===== src/rtl/imgop_frame_ctrl.sv =====
// Frame sequencer for the greyscale inversion unit: streams one frame from the source RAM
// through the two-cycle read+invert path into the destination RAM, with hold and abort.
module imgop_frame_ctrl #(
  parameter int unsigned IMG_W   = 256,
  parameter int unsigned IMG_H   = 256,
  parameter int unsigned ADDR_W  = 16,
  parameter int unsigned RD_BASE = 0,
  parameter int unsigned WR_BASE = 0
) (
  input  logic              clk,
  input  logic              rst,
  input  logic              start,
  input  logic              hold,
  input  logic              abort,
  output logic              busy,
  output logic              done,
  output logic              aborted,
  output logic              mem_rd_en,
  output logic [ADDR_W-1:0] mem_rd_addr,
  input  logic [7:0]        mem_rd_data,
  output logic [7:0]        op_data_in,
  input  logic [7:0]        op_data_out,
  output logic              mem_wr_en,
  output logic [ADDR_W-1:0] mem_wr_addr,
  output logic [7:0]        mem_wr_data,
  output logic [ADDR_W-1:0] pix_count
);

  localparam int unsigned       NPIX      = IMG_W * IMG_H;
  localparam logic [ADDR_W-1:0] LAST_IDX  = ADDR_W'(NPIX - 1);
  localparam logic [ADDR_W-1:0] RD_BASE_A = ADDR_W'(RD_BASE);
  localparam logic [ADDR_W-1:0] WR_BASE_A = ADDR_W'(WR_BASE);
  // Source-to-destination address offset, modulo 2^ADDR_W
  localparam logic [ADDR_W-1:0] ADDR_OFFS = WR_BASE_A - RD_BASE_A;

  localparam logic [1:0] S_IDLE  = 2'd0;
  localparam logic [1:0] S_ISSUE = 2'd1;
  localparam logic [1:0] S_DRAIN = 2'd2;
  localparam logic [1:0] S_DONE  = 2'd3;

  logic [1:0]        state, state_nxt;
  logic [ADDR_W-1:0] idx, idx_nxt;
  logic              rd_en_nxt;
  logic [ADDR_W-1:0] rd_addr_nxt;
  logic              busy_nxt, done_nxt, aborted_nxt;
  logic [ADDR_W-1:0] pix_nxt;
  logic              v1;
  logic [ADDR_W-1:0] a1;

  assign op_data_in  = mem_rd_data;
  assign mem_wr_data = op_data_out;

  // State, issue and pipeline registers
  always_ff @(posedge clk or posedge rst) begin
    if (rst) begin
      state       <= S_IDLE;
      idx         <= '0;
      busy        <= 1'b0;
      done        <= 1'b0;
      aborted     <= 1'b0;
      mem_rd_en   <= 1'b0;
      mem_rd_addr <= RD_BASE_A;
      v1          <= 1'b0;
      a1          <= WR_BASE_A;
      mem_wr_en   <= 1'b0;
      mem_wr_addr <= WR_BASE_A;
      pix_count   <= '0;
    end else begin
      state       <= state_nxt;
      idx         <= idx_nxt;
      busy        <= busy_nxt;
      done        <= done_nxt;
      aborted     <= aborted_nxt;
      mem_rd_en   <= rd_en_nxt;
      mem_rd_addr <= rd_addr_nxt;
      v1          <= mem_rd_en;
      a1          <= mem_rd_addr + ADDR_OFFS;
      mem_wr_en   <= v1;
      if (v1) mem_wr_addr <= a1;
      pix_count   <= pix_nxt;
    end
  end

  // Next-state and next-output logic
  always_comb begin
    state_nxt   = state;
    idx_nxt     = idx;
    rd_en_nxt   = 1'b0;
    rd_addr_nxt = mem_rd_addr;
    done_nxt    = 1'b0;
    aborted_nxt = aborted;
    pix_nxt     = pix_count + ADDR_W'(v1);
    case (state)
      S_IDLE: begin
        if (start) begin
          state_nxt   = S_ISSUE;
          idx_nxt     = '0;
          aborted_nxt = 1'b0;
          pix_nxt     = '0;
        end
      end
      S_ISSUE: begin
        if (abort) begin
          aborted_nxt = 1'b1;
          state_nxt   = S_DRAIN;
        end else if (!hold) begin
          rd_en_nxt   = 1'b1;
          rd_addr_nxt = RD_BASE_A + idx;
          idx_nxt     = idx + ADDR_W'(1);
          if (idx == LAST_IDX) state_nxt = S_DRAIN;
        end
      end
      S_DRAIN: begin
        if (abort) aborted_nxt = 1'b1;
        // Nothing left in flight once the read strobe and stage 1 are both clear
        if (!mem_rd_en && !v1) begin
          state_nxt = S_DONE;
          done_nxt  = 1'b1;
        end
      end
      default: state_nxt = S_IDLE;
    endcase
    busy_nxt = (state != S_IDLE) && ((state_nxt == S_ISSUE) || (state_nxt == S_DRAIN));
  end

endmodule


===== config.mk =====
export PLATFORM = sky130hd
export DESIGN_NAME = imgop_frame_ctrl
export DESIGN_NICKNAME = d
export VERILOG_FILES = /design/src/rtl/imgop_frame_ctrl.sv
export SDC_FILE = /design/constraint.sdc
export NUM_CORES = 1
export LEC_CHECK = 0
export BUFFER_PORTS_ARGS = -buffer_cell sky130_fd_sc_hd__buf_2
export CORE_MARGIN = 3
export CORE_UTILIZATION = 50
export DETAILED_ROUTE_END_ITERATION = 8
export PLACE_DENSITY = 0.75
export SETUP_SLACK_MARGIN = 0.02
export SYNTH_ARGS = -nofsm -noshare
export SYNTH_HDL_FRONTEND = slang
export SYNTH_SLANG_ARGS = --single-unit

===== constraint.sdc =====
create_clock -name clk -period 5.8 [get_ports clk]
set_input_delay 0.58 -clock clk [delete_from_list [all_inputs] [get_ports clk]]
set_output_delay 0.58 -clock clk [all_outputs]
set_load 0.005 [all_outputs]

==> flow_summary_export.csv <==
group,metric,value,unit
clocking,clk_latency,340,ps
synth,synth_area_leaders,"dfrtp_1, nand2_1, mux2_2, nor2_1, xnor2_1",
floorplanning,start_util,53.2,%
clocking,clkTransAtPathRegs,90,ps
power,power,1.64,mW
timing,tightestPinTransition,1050,ps
drt,drc,0,
grt,grt_use_total,15.9,%
timing,maxSlewViolCount,0,
synth,synth_fp_nets,359,
synth,syn-cell-area,3730,µm²
placement,port-buffer-count,57,
floorplanning,coreArea,7020,µm²
worst_setup_path,start_kind,"register",
drt,antenna_violating_nets_post_route,0,
synth,async_flop_share,100,%
flow_run,maxCapViolations,0,
clocking,cts_resized,0,
grt,grt_max_degree,89,
power,pwr_density_cell,388,nW/µm²
synth,synth_top_area_share,59.0,%
worst_setup_path,reg2reg_from,"v1$_DFF_PP0_",
final_layout,drive_gt1_share,25.4,%
drt,wire_per_inst,13.5,µm
floorplanning,die-width,92.4,µm
placement,place_congestion,0.777,
clocking,cts_sinks,88,
grt,grt_pass1_wl,10900,µm
worst_setup_path,critPathKind,"register to register",
placement,place_inst,458,
synth,synthCells,330,
timing,max_freq,0.413,GHz
final_layout,final_nets,402,
final_layout,stdcell_count,474,
final_layout,syn_to_final_growth,13.3,%
clocking,h-tree-depth,3,
synth,yosys_warnings,0,
grt,overflow,0,
timing,slew_headroom,29.7,%
power,ir_worst_vdd,0.215,mV
worst_setup_path,path_max_fanout,19,
outcome,outcome,"completed",
floorplanning,die-area,8540,µm²
synth,synthFlopType,"dfrtp_1",
worst_setup_path,cp_data_arrival_time,2630,ps
drt,drt_first_pass_iters,4,
timing,finalSetupViolations,0,
synth,synth_edf_count,0,
timing,fin_crit_sh,41.7,%
timing,setup_tns,0,ps
worst_hold_path,min_from,"mem_rd_en$_DFF_PP0_",
timing,worst_slack,3380,ps
grt,grt_pass1_vias,2330,
drt,vias,2376,
synth,avgSynthCellArea,11.3,µm²
clocking,holdBufCountCts,0,
synth,synth_seq_cells,88,
clocking,ctsLongestPathBuffers,2,
drt,wl,6420,µm
placement,hpwl,4380,µm
final_layout,nFillCells,568,
clocking,cts_tree,"built",
drt,drtIter0Drc,118,
timing,finClkSkew,7.59,ps
worst_setup_path,cp.required,6020,ps
power,p_leak,2.22,nW
clocking,root_buffer,"clkbuf_8",
floorplanning,ios,90,
floorplanning,die_y,92.4,µm
placement,pre_cts_slack,3400,ps
clocking,numCtsBuffers,9,
worst_setup_path,end_kind,"register",
drt,vias_per_cell,5.01,
worst_setup_path,cp-startpoint,"v1$_DFF_PP0_",
worst_setup_path,r2r_slack,3380,ps
timing,final_hold_viol_count,0,
synth,yosys.area.top_type,"dfrtp_1",
floorplanning,rows,30,
grt,grt_antenna_before_repair,0,
synth,netlist-cell-type-count,37,
worst_hold_path,min_path_type,"register to register",
synth,ys_seq_area_share,59.0,%
timing,rsz0062_at_grt,"false",
timing,min_period,2420,ps
final_layout,diodes,0,
clocking,cts_setup_buffers,0,
-- placed cells by master (no fill, tap or decap), types with 2 or more instances in the layout --
master / instances
nand2_1: 59
dfrtp_1: 88
nor4_1: 2
and2_1: 4
inv_1: 4
ha_1: 8
xor2_1: 13
nor3_1: 9
or3_1: 3
a21o_1: 2
bufinv_16: 3
nor2_1: 34
xnor2_1: 14
o21ai_0: 6
nor4_4: 2
nand4_1: 6
buf_2: 57
nand3_1: 11
clkbuf_8: 11
a211oi_1: 3
and3_1: 3
a21oi_1: 4
mux2_2: 16
-- report_power, final --
| part | switching (mW) | leakage [nW] | internal (mW) | total [mW] |
|---|---|---|---|---|
| registers | 0.0712 | 1.20 | 0.723 | 0.794 |
| clock network | 0.205 | 0.127 | 0.312 | 0.517 |
| logic | 0.188 | 0.889 | 0.143 | 0.331 |
-- metal layers --
metal	global-route usage (%)	vias to the layer above	wire length [µm]
met3	3.98	9	337
met5	0	-	0
met1	21.8	1144	3000
li1	-	1167	-
met2	24.5	56	3030
met4	6.31	0	54
-- worst max-delay path: stages, from the launching register on --
cell,delay [ps]
dfrtp_1,890
ha_1,300
nand3_1,180
nor4_1,530
nand3_1,170
xor2_1,160
nor2_1,60
-- flip-flops by register name, indices dropped and copies added (netlist names) --
| signal | count |
|---|---|
| a1 | 16 |
| idx | 16 |
| mem_rd_addr | 16 |
| mem_wr_addr | 16 |
| pix_count | 16 |
| state | 2 |
| aborted | 1 |
| busy | 1 |
| done | 1 |
| mem_rd_en | 1 |
| mem_wr_en | 1 |
| v1 | 1 |
-- worst paths after layout --
path / end / cells past startpoint
min in group asynchronous: mem_wr_addr[9]$_DFFE_PP0P_ / 3
worst max register to register: pix_count[13]$_DFF_PP0_ / 6
worst min-delay path: v1$_DFF_PP0_ / 0
worst max-delay path: pix_count[13]$_DFF_PP0_ / 6
max in group asynchronous: idx[0]$_DFFE_PP0P_ / 3
worst min register to register: v1$_DFF_PP0_ / 0
-- logic make-up (layout without fill, tap and decap cells) --
| logic type | count (synthesis) | count (layout) | share of synthesized area, % |
|---|---|---|---|
| AND/OR/NAND/NOR | 140 | 140 | 18.2 |
| flip-flops | 88 | 88 | 59.0 |
| buffers and inverters | 31 | 79 | 5.06 |
| XOR/XNOR | 27 | 27 | 6.33 |
| AO/OA/AOI/OAI | 20 | 20 | 3.92 |
| multiplexers | 16 | 16 | 4.83 |
| adder cells (fa/ha/maj) | 8 | 8 | 2.68 |
-- Yosys cell counts (5+ instances only) --
| master | instances |
|---|---|
| buf_4 | 16 |
| dfrtp_1 | 88 |
| ha_1 | 8 |
| inv_1 | 5 |
| mux2_2 | 16 |
| nand2_1 | 59 |
| nand3_1 | 11 |
| nand4_1 | 6 |
| nor2_1 | 34 |
| nor3_1 | 9 |
| o21ai_0 | 6 |
| xnor2_1 | 14 |
| xor2_1 | 13 |
-- area by class of cell --
class	count	area (µm²)	share of cell area, %
clock buffers	12	155	3.67
clock inverters	4	98.8	2.34
inverters	5	20.0	0.473
multi-input cells	211	1340	31.7
flip-flops and latches	88	2200	52.0
well taps	96	120	2.84
repair buffers	58	293	6.92
-- stage by stage --
step	hold WS [ps]	util, %	area, µm²
floorplan	373	-	3730
global placement	390	56.7	3980
detailed placement	381	56.7	3980
CTS	401	60.3	4230
global route	414	60.3	4230
finish	400	60.3	4230
(Power assumes the default switching activity.)
